===== config.mk =====
export PLATFORM = sky130hd
export DESIGN_NAME = lsu_byte_seq
export DESIGN_NICKNAME = d
export VERILOG_FILES = /design/src/rtl/lsu_pkg.sv /design/src/rtl/lsu_extend.sv /design/src/rtl/lsu_byte_seq.sv
export SDC_FILE = /design/constraint.sdc
export NUM_CORES = 1
export LEC_CHECK = 0
export CAP_MARGIN = 15
export CORE_MARGIN = 2
export CORE_UTILIZATION = 50
export DETAILED_ROUTE_END_ITERATION = 10
export PLACE_DENSITY = 0.86
export SLEW_MARGIN = 20
export SYNTH_ARGS = -nofsm -noshare
export SYNTH_HDL_FRONTEND = slang
export SYNTH_SLANG_ARGS = --single-unit

===== constraint.sdc =====
create_clock -name clk -period 2.1 [get_ports clk]
set_input_delay 0.42 -clock clk [delete_from_list [all_inputs] [get_ports clk]]
set_output_delay 0.42 -clock clk [all_outputs]
set_load 0.02 [all_outputs]

===== src/rtl/lsu_pkg.sv =====
// Shared encodings for the byte-serial load/store sequencer and its helpers.
package lsu_pkg;

  localparam logic [1:0] SZ_BYTE    = 2'd0;
  localparam logic [1:0] SZ_HALF    = 2'd1;
  localparam logic [1:0] SZ_WORD    = 2'd2;
  localparam logic [1:0] SZ_ILLEGAL = 2'd3;

  typedef enum logic [2:0] {
    ST_IDLE  = 3'd0,
    ST_READ  = 3'd1,
    ST_DRAIN = 3'd2,
    ST_WRITE = 3'd3,
    ST_ERR   = 3'd4
  } state_e;

  function automatic logic [2:0] size_bytes(input logic [1:0] size);
    case (size)
      SZ_BYTE: return 3'd1;
      SZ_HALF: return 3'd2;
      SZ_WORD: return 3'd4;
      default: return 3'd0;
    endcase
  endfunction

  // Index of the final byte of an access; only meaningful for legal sizes.
  function automatic logic [1:0] last_idx(input logic [1:0] size);
    logic [2:0] n;
    n = size_bytes(size) - 3'd1;
    return n[1:0];
  endfunction

endpackage


===== src/rtl/lsu_extend.sv =====
// Zero/sign extension of a right-justified byte, halfword or word load value.
module lsu_extend
  import lsu_pkg::*;
(
  input  logic [31:0] acc_i,
  input  logic [1:0]  size_i,
  input  logic        signed_i,
  output logic [31:0] result_o
);

  // NOTE: every output of a combinational block gets a default first so no latch is inferred.
  always_comb begin
    result_o = acc_i;
    case (size_i)
      SZ_BYTE: result_o = {{24{signed_i & acc_i[7]}}, acc_i[7:0]};
      SZ_HALF: result_o = {{16{signed_i & acc_i[15]}}, acc_i[15:0]};
      default: ;
    endcase
  end

endmodule


===== src/rtl/lsu_byte_seq.sv =====
// Serialises byte/half/word loads and stores onto a byte-wide, registered-read
// SRAM port (big-endian), assembling and extending load results.
module lsu_byte_seq
  import lsu_pkg::*;
#(
  parameter int ADDR_W = 8
) (
  input  logic              clk,
  input  logic              rst,
  input  logic              req_valid,
  output logic              req_ready,
  input  logic              req_we,
  input  logic [1:0]        req_size,
  input  logic              req_signed,
  input  logic [ADDR_W-1:0] req_addr,
  input  logic [31:0]       req_wdata,
  output logic              resp_valid,
  output logic [31:0]       resp_rdata,
  output logic              resp_err,
  output logic [ADDR_W-1:0] mem_addr,
  output logic [7:0]        mem_w,
  output logic              mem_w_en,
  input  logic [7:0]        mem_r
);

  state_e            state_q;
  logic [1:0]        k_q;
  logic [ADDR_W-1:0] base_q;
  logic [1:0]        size_q;
  logic              signed_q;
  logic [31:0]       wdata_q;
  logic [23:0]       acc_q;
  logic [ADDR_W-1:0] mem_addr_q;
  logic [7:0]        mem_w_q;
  logic              mem_w_en_q;
  logic              resp_valid_q;
  logic              resp_err_q;
  logic [31:0]       resp_rdata_q;

  logic [31:0]       acc_d;
  logic [31:0]       wdata_just;
  logic [31:0]       ext_result;

  // Read data is always one cycle behind the address, so the accumulator
  // takes mem_r as the next least-significant byte.
  assign acc_d = {acc_q, mem_r};

  // Store data is left-justified once so each write simply takes the top byte.
  always_comb begin
    wdata_just = req_wdata;
    case (req_size)
      SZ_BYTE: wdata_just = {req_wdata[7:0], 24'h0};
      SZ_HALF: wdata_just = {req_wdata[15:0], 16'h0};
      default: ;
    endcase
  end

  lsu_extend u_extend (
    .acc_i    (acc_d),
    .size_i   (size_q),
    .signed_i (signed_q),
    .result_o (ext_result)
  );

  // NOTE: sequential state uses non-blocking assignments so every register sees pre-edge values.
  always_ff @(posedge clk) begin
    if (rst) begin
      state_q      <= ST_IDLE;
      k_q          <= 2'd0;
      base_q       <= '0;
      size_q       <= SZ_BYTE;
      signed_q     <= 1'b0;
      wdata_q      <= 32'h0;
      acc_q        <= 24'h0;
      mem_addr_q   <= '0;
      mem_w_q      <= 8'h0;
      mem_w_en_q   <= 1'b0;
      resp_valid_q <= 1'b0;
      resp_err_q   <= 1'b0;
      resp_rdata_q <= 32'h0;
    end else begin
      resp_valid_q <= 1'b0;
      resp_err_q   <= 1'b0;
      case (state_q)
        ST_IDLE: begin
          if (req_valid) begin
            base_q   <= req_addr;
            size_q   <= req_size;
            signed_q <= req_signed;
            k_q      <= 2'd0;
            acc_q    <= 24'h0;
            if (req_size == SZ_ILLEGAL) begin
              state_q <= ST_ERR;
            end else if (req_we) begin
              state_q    <= ST_WRITE;
              mem_w_en_q <= 1'b1;
              mem_addr_q <= req_addr;
              mem_w_q    <= wdata_just[31:24];
              wdata_q    <= {wdata_just[23:0], 8'h0};
            end else begin
              state_q    <= ST_READ;
              mem_addr_q <= req_addr;
            end
          end
        end

        ST_READ: begin
          if (k_q != 2'd0) acc_q <= acc_d[23:0];
          if (k_q == last_idx(size_q)) begin
            state_q    <= ST_DRAIN;
            mem_addr_q <= '0;
          end else begin
            k_q        <= k_q + 2'd1;
            mem_addr_q <= base_q + ADDR_W'(k_q + 2'd1);
          end
        end

        ST_DRAIN: begin
          acc_q        <= acc_d[23:0];
          k_q          <= 2'd0;
          resp_rdata_q <= ext_result;
          resp_valid_q <= 1'b1;
          state_q      <= ST_IDLE;
        end

        ST_WRITE: begin
          if (k_q == last_idx(size_q)) begin
            state_q      <= ST_IDLE;
            k_q          <= 2'd0;
            mem_w_en_q   <= 1'b0;
            mem_addr_q   <= '0;
            mem_w_q      <= 8'h0;
            resp_valid_q <= 1'b1;
            resp_rdata_q <= 32'h0;
          end else begin
            k_q        <= k_q + 2'd1;
            mem_addr_q <= base_q + ADDR_W'(k_q + 2'd1);
            mem_w_q    <= wdata_q[31:24];
            wdata_q    <= {wdata_q[23:0], 8'h0};
          end
        end

        ST_ERR: begin
          state_q      <= ST_IDLE;
          resp_valid_q <= 1'b1;
          resp_err_q   <= 1'b1;
          resp_rdata_q <= 32'h0;
        end

        default: state_q <= ST_IDLE;
      endcase
    end
  end

  // A reset arriving mid-store must also suppress the write already on the
  // port in that cycle, so the enable is masked by rst directly.
  assign mem_w_en   = mem_w_en_q & ~rst;
  assign mem_addr   = mem_addr_q;
  assign mem_w      = mem_w_q;
  assign req_ready  = (state_q == ST_IDLE);
  assign resp_valid = resp_valid_q;
  assign resp_err   = resp_err_q;
  assign resp_rdata = resp_rdata_q;

endmodule


==> results.json <==
{
  "synth-seq-area-share_pct": 42.9,
  "netlist_area_sq_um": 5370,
  "vias": 5148,
  "clock.fmax_mhz": 500,
  "cts_resized": 1,
  "avgViaCountPerCell": 5.88,
  "ant_nets": 0,
  "insertion_delay_ns": 0.52,
  "critPathTopFamily": "buffers and inverters",
  "layout_min_cycle_time_ns": 2.00,
  "criticalPathCategory": "reg2out",
  "postCtsSetupBuffers": 0,
  "crit_fanout": 2,
  "die_area_sq_um": 11600,
  "yosysWarnings": 0,
  "hp-start": "rst",
  "area_growth_pct": 35.3,
  "root_buffer": "clkbuf_8",
  "insertedDiodeCount": 0,
  "die_w_microns": 108,
  "grt_pass1_wl_mm": 23.5,
  "final_cell_area_sq_um": 7260,
  "ys_ff_latch": 115,
  "fin_crit_sh_pct": 95.2,
  "drcViolationCount": 0,
  "path_buf_inv": 1,
  "p_per_area_nw_per_um2": 974,
  "wirelength_mm": 14.1,
  "worstSetupEndpointType": "output pin",
  "final_nets": 787,
  "outcome": "finished clean",
  "hold_viol": 0,
  "drive_gt1_share_pct": 12.3,
  "crit-reg2reg-launch": "k_q[0]",
  "row_count": 37,
  "cts-buffers-inserted": 17,
  "tightest_slew_ns": 0.863,
  "stdcell_count": 876,
  "report.final.slew_viol_count": 0,
  "gr-total-overflow": 0,
  "dpl_cell_area_sq_um": 6610,
  "antenna_found_initial": 0,
  "synth_nets": 691,
  "start_kind": "register",
  "clk_path_buf_depth": 2,
  "htree_levels": 4,
  "min_path_type": "in2reg",
  "holdBufCountCts": 0,
  "grt_pass1_vias": 4916,
  "setup_viol": 0,
  "wl_per_cell_microns": 16.0,
  "final.setup.tns_ns": 0,
  "clk_pin_slew_ns": 0.06,
  "cts_tree": "built",
  "first_pass_iters": 6,
  "dp_hpwl_mm": 9.15,
  "finalClockSkew_ns": 0.0109,
  "portBuffers": 106,
  "leakage_uw": 0.00263,
  "ys_types": 50,
  "slew_headroom_pct": 42.5,
  "fp.dieH_microns": 108,
  "numClockSinks": 115,
  "rsz0062_at_grt": "false",
  "critPathLaunch": "mem_w_en_q",
  "place_inst": 845,
  "netlist_instances": 632,
  "top_level_ports": 107,
  "initial_utilization_pct": 51.8,
  "crit_path_top_delay_cell": "clkdlybuf4s50_1",
  "required_ns": 1.68,
  "core_area_sq_um": 10400,
  "grt_max_degree": 116,
  "timing.critical_path.cells": "nor2b_1 -> clkdlybuf4s50_1",
  "slowest_delay_ns": 0.60,
  "avgSynthCellArea_sq_um": 8.49,
  "drt_iter0_drc": 322,
  "maxCapViolations": 0,
  "worst_ep_arrival_time_ns": 1.58,
  "grtUsageTotal_pct": 25.4,
  "gp_congestion": 0.864,
  "vdd_drop_max_mv": 0.694
}
==> routing by layer <==
metal / wire [microns] / part of all wire, % / vias to the layer above / global-route usage, %
li1: - / - / 2437 / -
met1: 5550 / 39 / 2421 / 31.2
met2: 7030 / 50 / 263 / 42.5
met3: 1240 / 8.8 / 27 / 7.14
met4: 234 / 1.7 / 0 / 8.88
met5: 0 / 0 / - / 0
==> per-stage QoR <==
step	worst slack [ns]	util, %	hold WS (ns)	total power (uW)
after floorplan	0.322	-	0.432	3350
after global placement	-0.0216	63.7	0.438	3860
after detailed placement	-0.0820	63.7	0.445	3900
after CTS	0.0429	70.0	0.443	7080
after global routing	0.0377	70.0	0.466	7340
final	0.100	70.0	0.446	7070
==> synth_stat cells, drive strengths merged <==
library cell  count  area share (%)
and3              4            0.47
mux2              1            0.21
a211oi            8             1.1
inv               5            0.35
nor4b             1            0.44
buf              29             3.5
nand3            40             3.7
xnor2             8             1.3
clkbuf           31             2.2
o21ai            34             3.2
a21oi            63             6.2
or3b              1            0.21
a221oi            8             1.3
dfxtp           115              43
nand3b           33             4.6
a221o             8             1.5
nand2           105             7.3
nor2b            25             2.9
nor3             12             1.3
nor4              1            0.12
a21o              2            0.42
mux2i             9             1.7
a2111oi           1            0.16
or2               2            0.23
o2bb2ai           1            0.16
o31a              1            0.16
o211ai           18             2.5
o31ai            16             3.2
o22ai             1            0.12
nor3b             1            0.23
a31oi             1            0.12
o21bai            2            0.28
ha                4            0.93
nand2b            1            0.12
a311oi            9             2.2
and2              1            0.12
xor2              1            0.16
nor2             27             2.0
o2111ai           2            0.33
==> logic make-up after synthesis <==
kind of cell               Yosys count  synth area share (%)
AOI/OAI and AO/OA                  175                  22.9
and+or+nand+nor                    254                  23.9
xor gates and xnor gates             9                  1.47
buffers and inverters               65                  6.01
DFF                                115                  42.9
adders and majority gates            4                 0.932
muxes                               10                  1.89
==> final timing paths <==
check	depth (start not counted)	end	slack, ns
max	2	mem_w_en	0.10
min	5	resp_rdata[13]	0.45
max reg2reg	5	wdata_q[12]	0.15
min reg2reg	2	acc_q[23]	0.45
==> sequential cells by signal, summed over array words and instances, names as in the netlist <==
register,count
acc_q,24
mem_w,8
wdata_q,24
k_q,2
resp_err,1
state_q,3
signed_q,1
mem_w_en_q,1
resp_valid,1
mem_addr,8
base_q,8
resp_rdata,32
size_q,2
==> worst register-to-register path, cell delays in order, from the launching register on <==
cell	delay, ns
dfxtp_1	0.35
xor2_1	0.17
o31a_1	0.39
a21oi_2	0.69
nand2_1	0.14
a21oi_1	0.15
==> cells in the final DEF, fill, tap and decap left out, drive strengths merged, types with 2 or more instances in the layout <==
cell type        n
a211oi           8
a21o             2
a21oi           63
a221o            8
a221oi           8
a311oi           9
and3             4
buf             32
bufinv           6
clkbuf          21
clkdlybuf4s50  104
clkinv           4
dfxtp          115
ha               4
inv              5
mux2i            9
nand2          105
nand3           40
nand3b          33
nor2            27
nor2b           25
nor3            12
o2111ai          2
o211ai          18
o21ai           34
o21bai           2
o31ai           16
or2              2
xnor2            8
==> power breakdown <==
group | switching (uW) | leakage, uW | internal (uW) | total (uW)
Sequential | 110 | 0.000935 | 2340 | 2450
Combinational | 810 | 0.00137 | 621 | 1430
Clock | 970 | 0.000322 | 2220 | 3190
Total | 1890 | 0.00263 | 5180 | 7070
==> final cells by class <==
| cell class | instances | area (sq um) |
|---|---|---|
| clock buffers | 21 | 449 |
| clock inverters | 10 | 204 |
| fillers | 775 | 3110 |
| inverters | 5 | 18.8 |
| multi-input cells | 452 | 2770 |
| flip-flops and latches | 115 | 2300 |
| well taps | 136 | 170 |
| repair buffers | 137 | 1350 |
Power figures use the tool's default switching activity.
